--- src/rtl/oled_rect_draw.sv ---
// Rectangle drawing engine for the 128x64 OLED display RAM: turns one clear,
// filled-box or hollow-box command into a stream of page-major byte writes.
module oled_rect_draw #(
  parameter int COLS  = 128,
  parameter int PAGES = 8
) (
  input  logic       clk,
  input  logic       rst,
  input  logic       en,
  input  logic       start,
  input  logic [1:0] mode,
  input  logic       color,
  input  logic [6:0] x0,
  input  logic [6:0] x1,
  input  logic [5:0] y0,
  input  logic [5:0] y1,
  output logic       busy,
  output logic       done,
  output logic       wren,
  output logic [9:0] wraddress,
  output logic [7:0] data
);

  typedef enum logic [1:0] {IDLE, SETUP, WRITE, FIN} state_t;

  state_t     state, state_n;
  logic [1:0] mode_q;
  logic       color_q;
  logic [6:0] x0_q, x1_q, x_cnt, x_n;
  logic [5:0] y0_q, y1_q;
  logic [2:0] pg_cnt, pg_n;
  logic       more, more_n, load;
  logic       busy_n, done_n, wren_n;
  logic [9:0] wraddress_n;
  logic [7:0] data_n;

  logic       clear_m, hollow_m, last;
  logic [6:0] xlo, xhi, cur_x;
  logic [5:0] ylo, yhi;
  logic [2:0] p_lo, p_hi, cur_pg, lo_sh, hi_sh;
  logic [7:0] fill_mask, edge_mask, mask;
  logic [9:0] cur_addr;

  // Corners are normalised from the latched command; mode 3 falls through to filled.
  always_comb begin
    clear_m  = (mode_q == 2'd0);
    hollow_m = (mode_q == 2'd2);
    if (clear_m) begin
      xlo = 7'd0;
      xhi = 7'(COLS - 1);
      ylo = 6'd0;
      yhi = 6'(PAGES * 8 - 1);
    end else begin
      xlo = (x0_q > x1_q) ? x1_q : x0_q;
      xhi = (x0_q > x1_q) ? x0_q : x1_q;
      ylo = (y0_q > y1_q) ? y1_q : y0_q;
      yhi = (y0_q > y1_q) ? y0_q : y1_q;
    end
    p_lo = ylo[5:3];
    p_hi = yhi[5:3];
  end

  // SETUP already emits the first byte so the first write lands two cycles after start.
  always_comb begin
    cur_x    = (state == SETUP) ? xlo  : x_cnt;
    cur_pg   = (state == SETUP) ? p_lo : pg_cnt;
    last     = (cur_x == xhi) && (cur_pg == p_hi);
    cur_addr = 10'(cur_pg * COLS) + 10'(cur_x);
    lo_sh    = (cur_pg == p_lo) ? ylo[2:0] : 3'd0;
    hi_sh    = (cur_pg == p_hi) ? yhi[2:0] : 3'd7;
    fill_mask = (8'hFF << lo_sh) & (8'hFF >> (3'd7 - hi_sh));
    edge_mask = ((cur_pg == p_lo) ? (8'd1 << ylo[2:0]) : 8'd0)
              | ((cur_pg == p_hi) ? (8'd1 << yhi[2:0]) : 8'd0);
    if (clear_m)
      mask = 8'hFF;
    else if (hollow_m && (cur_x != xlo) && (cur_x != xhi))
      mask = edge_mask;
    else
      mask = fill_mask;
  end

  always_comb begin
    state_n     = state;
    x_n         = x_cnt;
    pg_n        = pg_cnt;
    more_n      = more;
    load        = 1'b0;
    busy_n      = busy;
    done_n      = 1'b0;
    wren_n      = 1'b0;
    wraddress_n = wraddress;
    data_n      = data;
    case (state)
      IDLE: begin
        if (start && en) begin
          load    = 1'b1;
          busy_n  = 1'b1;
          state_n = SETUP;
        end
      end
      SETUP, WRITE: begin
        if (state == SETUP || more) begin
          wren_n      = 1'b1;
          wraddress_n = cur_addr;
          data_n      = color_q ? mask : ~mask;
          more_n      = !last;
          state_n     = WRITE;
          // Counters hold on the final byte instead of wrapping.
          if (!last) begin
            if (cur_x == xhi) begin
              x_n  = xlo;
              pg_n = cur_pg + 3'd1;
            end else begin
              x_n  = cur_x + 7'd1;
              pg_n = cur_pg;
            end
          end
        end else begin
          done_n  = 1'b1;
          busy_n  = 1'b0;
          state_n = FIN;
        end
      end
      FIN: state_n = IDLE;
      default: state_n = IDLE;
    endcase
    if (state != IDLE && !en) begin
      state_n = IDLE;
      busy_n  = 1'b0;
      wren_n  = 1'b0;
      done_n  = 1'b0;
    end
  end

  always_ff @(posedge clk) begin
    if (rst) begin
      state     <= IDLE;
      busy      <= 1'b0;
      done      <= 1'b0;
      wren      <= 1'b0;
      wraddress <= 10'd0;
      data      <= 8'd0;
      x_cnt     <= 7'd0;
      pg_cnt    <= 3'd0;
      more      <= 1'b0;
      mode_q    <= 2'd0;
      color_q   <= 1'b0;
      x0_q      <= 7'd0;
      x1_q      <= 7'd0;
      y0_q      <= 6'd0;
      y1_q      <= 6'd0;
    end else begin
      state     <= state_n;
      busy      <= busy_n;
      done      <= done_n;
      wren      <= wren_n;
      wraddress <= wraddress_n;
      data      <= data_n;
      x_cnt     <= x_n;
      pg_cnt    <= pg_n;
      more      <= more_n;
      if (load) begin
        mode_q  <= mode;
        color_q <= color;
        x0_q    <= x0;
        x1_q    <= x1;
        y0_q    <= y0;
        y1_q    <= y1;
      end
    end
  end

endmodule

--- config.mk ---
export PLATFORM = sky130hd
export DESIGN_NAME = oled_rect_draw
export DESIGN_NICKNAME = d
export VERILOG_FILES = /design/src/rtl/oled_rect_draw.sv
export SDC_FILE = /design/constraint.sdc
export NUM_CORES = 1
export LEC_CHECK = 0
export CAP_MARGIN = 30
export CORE_MARGIN = 2
export CORE_UTILIZATION = 50
export CTS_BUF_LIST = sky130_fd_sc_hd__clkbuf_8
export DETAILED_ROUTE_END_ITERATION = 10
export PLACE_DENSITY_LB_ADDON = 0.15
export SYNTH_ARGS = -nofsm -noshare
export SYNTH_HDL_FRONTEND = slang
export SYNTH_SLANG_ARGS = --single-unit
--- constraint.sdc ---
create_clock -name clk -period 3.6 [get_ports clk]
set_input_delay 0.36 -clock clk [delete_from_list [all_inputs] [get_ports clk]]
set_output_delay 0.36 -clock clk [all_outputs]
set_load 0.01 [all_outputs]
==> flow_summary.ini, run 1 <==
[setup_path]
reg2reg_from = y1_q[1]
critical_path_buf_inv_count = 3
startpoint = y1_q[1]
critical_path_cell_count = 15
worstPathRequired_ns = 3.86
cp-end-kind = register
cp_cell_sequence = inv_1 > ha_1 > nor2b_1 > o21ai_2 > o211a_4 > buf_4 > o21ai_1 > and4b_1 > nor3_4 > o21a_1 > buf_4 > a31oi_1 > o21a_1 > or3_1 > a311oi_1
crit_slowest_cell = dfxtp_2
crit_path_start_kind = register
crit_arrival_ns = 3.72
criticalPathCategory = reg -> reg
cpLargestDelayFamily = compound AO/OA/AOI/OAI gates
rr_worst_depth = 15
cpPeakStageDelay_ns = 0.36
path_max_fanout = 8

[timing]
tightest_slew_ns = 0.818
max_slew_margin_pct = 45.2
final_hold_viol_count = 0
finalCritPeriodShare_pct = 95.9
fin_crit_ns = 3.45
max_freq_mhz = 290
tns_ns = 0
setup_viol = 0
finalHoldWorstSlack_ns = 0.473
fin_worst_skew_ns = 0.00731
slew_viol_final = 0

[drt]
drcViolationCount = 0
wl_per_cell_um = 16.7
vias = 4933
via_per_inst = 6.02
dr.pass1.iters = 6
drt-total-wl_um = 13700
ant_nets = 0
first_iter_violations = 209

[global_route]
antenna_found_initial = 0
grt_pass1_wl_um = 22600
grt_max_degree = 33
grt_use_total_pct = 28.0
grt-ovfl-total = 0
grt_pass1_vias = 4810

[clock_tree]
clkTransAtPathRegs_ns = 0.07
root_buffer = clkbuf_8
cts_made_buffers = 9
cts.sinks = 63
cts_tree = done
hold_buffers = 0
clk_latency_ns = 0.35
ctsLongestPathBuffers = 2
h-tree-depth = 3

[logic_synthesis]
yosysTopAreaCell = dfxtp_1
synth-compound-area-share_pct = 29.7
syn_area_per_cell_um2 = 7.47
yosys_warnings = 0
ys.flop_type = dfxtp_1
synth_cells = 610
synth_top_family_by_area = compound AO/OA/AOI/OAI gates
synthXorXnorAreaFrac_pct = 3.27
synth_area_leaders = dfxtp_1 (28%), a21oi_1 (8.6%), nand2_1 (7.7%), ha_1 (4.9%), mux2i_1 (4.8%)
synth_cell_types = 71
muxShareOfSynthArea_pct = 5.08
synth_adder_area_share_pct = 4.94
netlist_area_um2 = 4560
synth_nets = 661
ys_seq_area_share_pct = 27.7
yosysTopAreaCellShare_pct = 27.7
synthSimpleGateAreaFrac_pct = 23.6
synth_enable_flop_cells = 0
ys_async_sr_fraction_pct = 0
ys_seq_elements = 63

[placed_design]
gp_congestion = 0.946
dpl.cell_count = 793
dp_hpwl_um = 9970
io_buffers = 53

[layout]
stdcell_count = 820
final_cell_mix = nand2_1 (93), a21oi_1 (71), buf_4 (69)
drive_above_1_share_pct = 20.4
finalNetCount = 759
antennaDiodeCount = 0
fin_util_pct = 69.1
final_common_cell = nand2_1
area.growth.synth_to_final_pct = 33.0

[run]
cap_violations = 0

[floorplanning]
die_w_um = 99.5
rows = 34
core_area_um2 = 8760
initial_core_util_pct = 52.0
fp.dieArea_um2 = 9890
die_y_um = 99.5
ios = 54

[worst_hold_path]
hold_path_startpoint = rst
holdPathStages = 2
hp-class = in -> reg

[pwr]
power.leakage_nw = 2.26
power_density_nw_per_um2 = 640
ir_drop_v = 0.000526

[run_status]
status = completed
per-stage QoR:
step,area (µm²),power [mW],worst slack [ns]
finish,6060,3.88,0.147
global route,6060,4.14,-0.0290
CTS,5680,3.60,0.0203
detailed placement,5510,3.01,-0.00740
global placement,5510,2.97,0.0461
floorplan,4560,2.30,0.0115
what timing repair did:
item,CTS,global route
gates cloned,0,1
setup buffers,0,10
endpoints found under the setup margin,1,15
resized for setup,1,52
pin swaps,0,12
power breakdown:
| part | leakage, nW | internal (mW) | switching (mW) |
|---|---|---|---|
| clock network | 0.0964 | 0.280 | 0.297 |
| registers | 0.514 | 0.853 | 0.135 |
| logic | 1.65 | 1.00 | 1.31 |
flip-flops by register name, summed over array words and instances (netlist names):
name and cells:
more 1, done 1, wraddress 10, x1_q 7, data 8, x_cnt 7, x0_q 7, y0_q 6
busy 1, wren 1, color_q 1, mode_q 2, y1_q 6, state 2, pg_cnt 3
cells by family after synthesis:
kind of cell,Yosys count
buffers and inverters,64
xor gates and xnor gates,17
DFF,63
AOI/OAI and AO/OA,194
adders and majority gates,18
muxes,23
and+or+nand+nor,231
area by class of cell:
type                    count  area (µm²)
multi-input cells         483        3300
fillers                   760        2710
flip-flops and latches     63        1270
repair buffers            125        1080
clock buffers              11         151
well taps                 108         135
inverters                  26        97.6
clock inverters             4        22.5
path summary, 6_finish.rpt:
path | to | slack (ns)
worst max-delay path | data[3] | 0.15
worst min-delay path | more | 0.47
worst max register to register | data[3] | 0.15
worst min register to register | busy | 0.48
routing by layer:
metal	up-vias	part of all wire [%]	GRT usage, %	wire length (µm)
met4	0	2.6	12.3	349
li1	2430	-	-	-
met1	2323	42	35.1	5790
met2	150	51	48.5	6980
met5	-	0	0	0
met3	30	4.0	3.09	544
Yosys cell counts, drive strengths merged (7+ instances only):
cell type and n:
a211oi 19, buf 14, a311oi 9, nor2 58, o221ai 7, ha 18
nand2 93, o21ai 21, nand4 7, xor2 11, and3 8, inv 26
nor4 7, nand3 14, o211ai 9, clkbuf 24, a21oi 80, nor3 17
dfxtp 63, mux2i 22
(Power assumes the default switching activity.)
==> run 2, diff against run 1 <==
--- a/config.mk
+++ b/config.mk
@@ -5,10 +5,12 @@
 export SDC_FILE = /design/constraint.sdc
 export NUM_CORES = 1
 export LEC_CHECK = 0
+export ABC_AREA = 1
 export CAP_MARGIN = 30
 export CORE_MARGIN = 2
 export CORE_UTILIZATION = 50
 export CTS_BUF_LIST = sky130_fd_sc_hd__clkbuf_8
+export CTS_CLUSTER_DIAMETER = 120
 export DETAILED_ROUTE_END_ITERATION = 10
 export PLACE_DENSITY_LB_ADDON = 0.15
 export SYNTH_ARGS = -nofsm -noshare
==> flow_summary.ini, run 2 <==
[run_status]
status = completed

[timing]
fin_crit_ns = 3.10
finalCritPeriodShare_pct = 86.2
tightest_slew_ns = 0.686
slew_viol_final = 0
max_slew_margin_pct = 54.2
setup_viol = 0
finalHoldWorstSlack_ns = 0.470
max_freq_mhz = 322
postLayoutSetupSlackWorst_ns = 0.495
fin_worst_skew_ns = 0.00775
grt_setup_unrepaired = false
final_hold_viol_count = 0
tns_ns = 0

[clock_tree]
postCtsResizedCells = 0
h-tree-depth = 3
root_buffer = clkbuf_8
hold_buffers = 0
ctsLongestPathBuffers = 2
cts_setup_buffers = 0
clk_latency_ns = 0.35
clkTransAtPathRegs_ns = 0.07
cts.sinks = 63
cts_tree = done
cts_made_buffers = 9

[setup_path]
crit_slowest_cell = nor2_2
cp_cell_sequence = inv_1 > ha_1 > a21oi_1 > nand3_2 > nand2_4 > nand2_1 > nand3_1 > nand2_1 > nand2_2 > nand2_1 > nand2_2 > inv_2 > nor2_2 > nand4_1 > nand2_1 > inv_1 > o21ai_0 > a21oi_1
cpPeakStageDelay_ns = 0.35
critical_path_buf_inv_count = 3
cpLargestDelayFamily = simple AND/OR/NAND/NOR gates
criticalPathCategory = reg -> reg
crit_path_start_kind = register
cp-end-kind = register
worstPathRequired_ns = 3.82
cp_common_cell = nand2_1
path_max_fanout = 16
crit_arrival_ns = 3.33

[global_route]
grt_pass1_wl_um = 20500
grt_use_total_pct = 25.1
grt_pass1_vias = 4650
grt_max_degree = 43
antenna_found_initial = 0
grt-ovfl-total = 0

[placed_design]
gp_congestion = 0.878
io_buffers = 53
dp_hpwl_um = 9040
post-place-ws_ns = 0.554

[logic_synthesis]
yosysMostFrequentCell = nand2_1
synth_area_leaders = dfxtp_1 (27%), nand2_1 (14%), nand3_1 (8.6%), inv_1 (7.3%), o21ai_0 (5.5%)
yosys_warnings = 0
netlist_area_um2 = 4660
ys_seq_elements = 63
ys_async_sr_fraction_pct = 0
synth_cell_types = 37
ys.flop_type = dfxtp_1
ys_seq_area_share_pct = 27.1
yosysTopAreaCellShare_pct = 27.1
synthTopCellsByCount = nand2_1 (172), inv_1 (91), nand3_1 (80), nor2_1 (68), dfxtp_1 (63)
syn_area_per_cell_um2 = 6.38
synth_cells = 730
synth_nets = 781
synth_enable_flop_cells = 0
yosysTopAreaCell = dfxtp_1

[layout]
top_register = wraddress
finalNetCount = 821
top_regs = wraddress: 10 flops, data: 8 flops
largest_register_ffs = 10
final_cell_mix = nand2_1 (172), inv_1 (91), nand3_1 (79)
final_common_cell = nand2_1
area.growth.synth_to_final_pct = 16.2
antennaDiodeCount = 0
fin_util_pct = 59.1
drive_above_1_share_pct = 11.6

[drt]
ant_nets = 0
vias = 4747
dr.pass1.iters = 5
via_per_inst = 5.36
drt-total-wl_um = 11900
drcViolationCount = 0
wl_per_cell_um = 13.4
first_iter_violations = 202

[pwr]
ir_drop_v = 0.000376
power.leakage_nw = 2.52
power_density_nw_per_um2 = 770
p_total_mw = 4.17

[floorplanning]
rows = 35
core_area_um2 = 9150
initial_core_util_pct = 50.9
ios = 54
die_w_um = 101
fp.dieArea_um2 = 10100
die_y_um = 101

[worst_hold_path]
hp-class = reg -> reg

[run]
cap_violations = 0
-- run 2: cells by family (layout without fill, tap and decap cells) --
| kind of cell | after synthesis | count (layout) | share of synthesized area, % |
|---|---|---|---|
| AND/OR/NAND/NOR | 385 | 385 | 39.8 |
| buffers and inverters | 128 | 173 | 11.7 |
| flip-flops | 63 | 63 | 27.1 |
| AO/OA/AOI/OAI | 130 | 130 | 15.4 |
| XOR/XNOR | 6 | 6 | 1.13 |
| adder cells (fa/ha/maj) | 18 | 18 | 4.84 |
-- run 2: through the flow --
stage               std cells  instance area (µm²)
detailed placement        870                 5210
global placement          870                 5210
floorplan                 730                 4660
global route              886                 5410
finish                    886                 5410
CTS                       886                 5410
-- run 2: power breakdown --
part / switching [mW] / total, mW / leakage [nW] / internal (mW)
registers: 0.122 / 0.993 / 0.515 / 0.871
clock network: 0.296 / 0.631 / 0.0981 / 0.335
logic: 1.66 / 2.55 / 1.90 / 0.883
-- run 2: routing by layer --
layer | part of all wire, % | global-route usage, %
met2 | 52 | 47.0
met1 | 43 | 28.8
met4 | 2.0 | 7.90
met3 | 3.4 | 4.65
met5 | 0 | 0
-- run 2: cell type report --
class | count | area (µm²)
Fill cell | 854 | 3740
Multi-Input combinational cell | 539 | 2860
Sequential cell | 63 | 1260
Timing Repair Buffer | 62 | 598
Inverter | 95 | 357
Tap cell | 111 | 139
Clock buffer | 10 | 138
Clock inverter | 6 | 60.1
-- run 2: path summary, 6_finish.rpt --
check / from / to / slack [ns] / depth (start not counted)
hold reg to reg: busy / busy / 0.47 / 2
setup reg to reg: y1_q[5] / pg_cnt[0] / 0.50 / 18
setup / recovery: y1_q[5] / pg_cnt[0] / 0.50 / 18
hold / removal: busy / busy / 0.47 / 2
-- run 2: worst register-to-register path: stages (launching register included) --
cell,delay [ns]
dfxtp_1,0.33
inv_1,0.07
ha_1,0.30
a21oi_1,0.20
nand3_2,0.19
nand2_4,0.22
nand2_1,0.07
nand3_1,0.11
nand2_1,0.12
nand2_2,0.13
nand2_1,0.08
nand2_2,0.09
inv_2,0.04
nor2_2,0.35
nand4_1,0.16
nand2_1,0.10
inv_1,0.16
o21ai_0,0.21
a21oi_1,0.06
==> run 3, diff against run 2 <==
--- a/config.mk
+++ b/config.mk
@@ -13,6 +13,7 @@
 export CTS_CLUSTER_DIAMETER = 120
 export DETAILED_ROUTE_END_ITERATION = 10
 export PLACE_DENSITY_LB_ADDON = 0.15
+export SLEW_MARGIN = 25
 export SYNTH_ARGS = -nofsm -noshare
 export SYNTH_HDL_FRONTEND = slang
 export SYNTH_SLANG_ARGS = --single-unit
==> results of run 3 <==
Same layout as run 2: the final DEF is identical, and so are final timing and power.
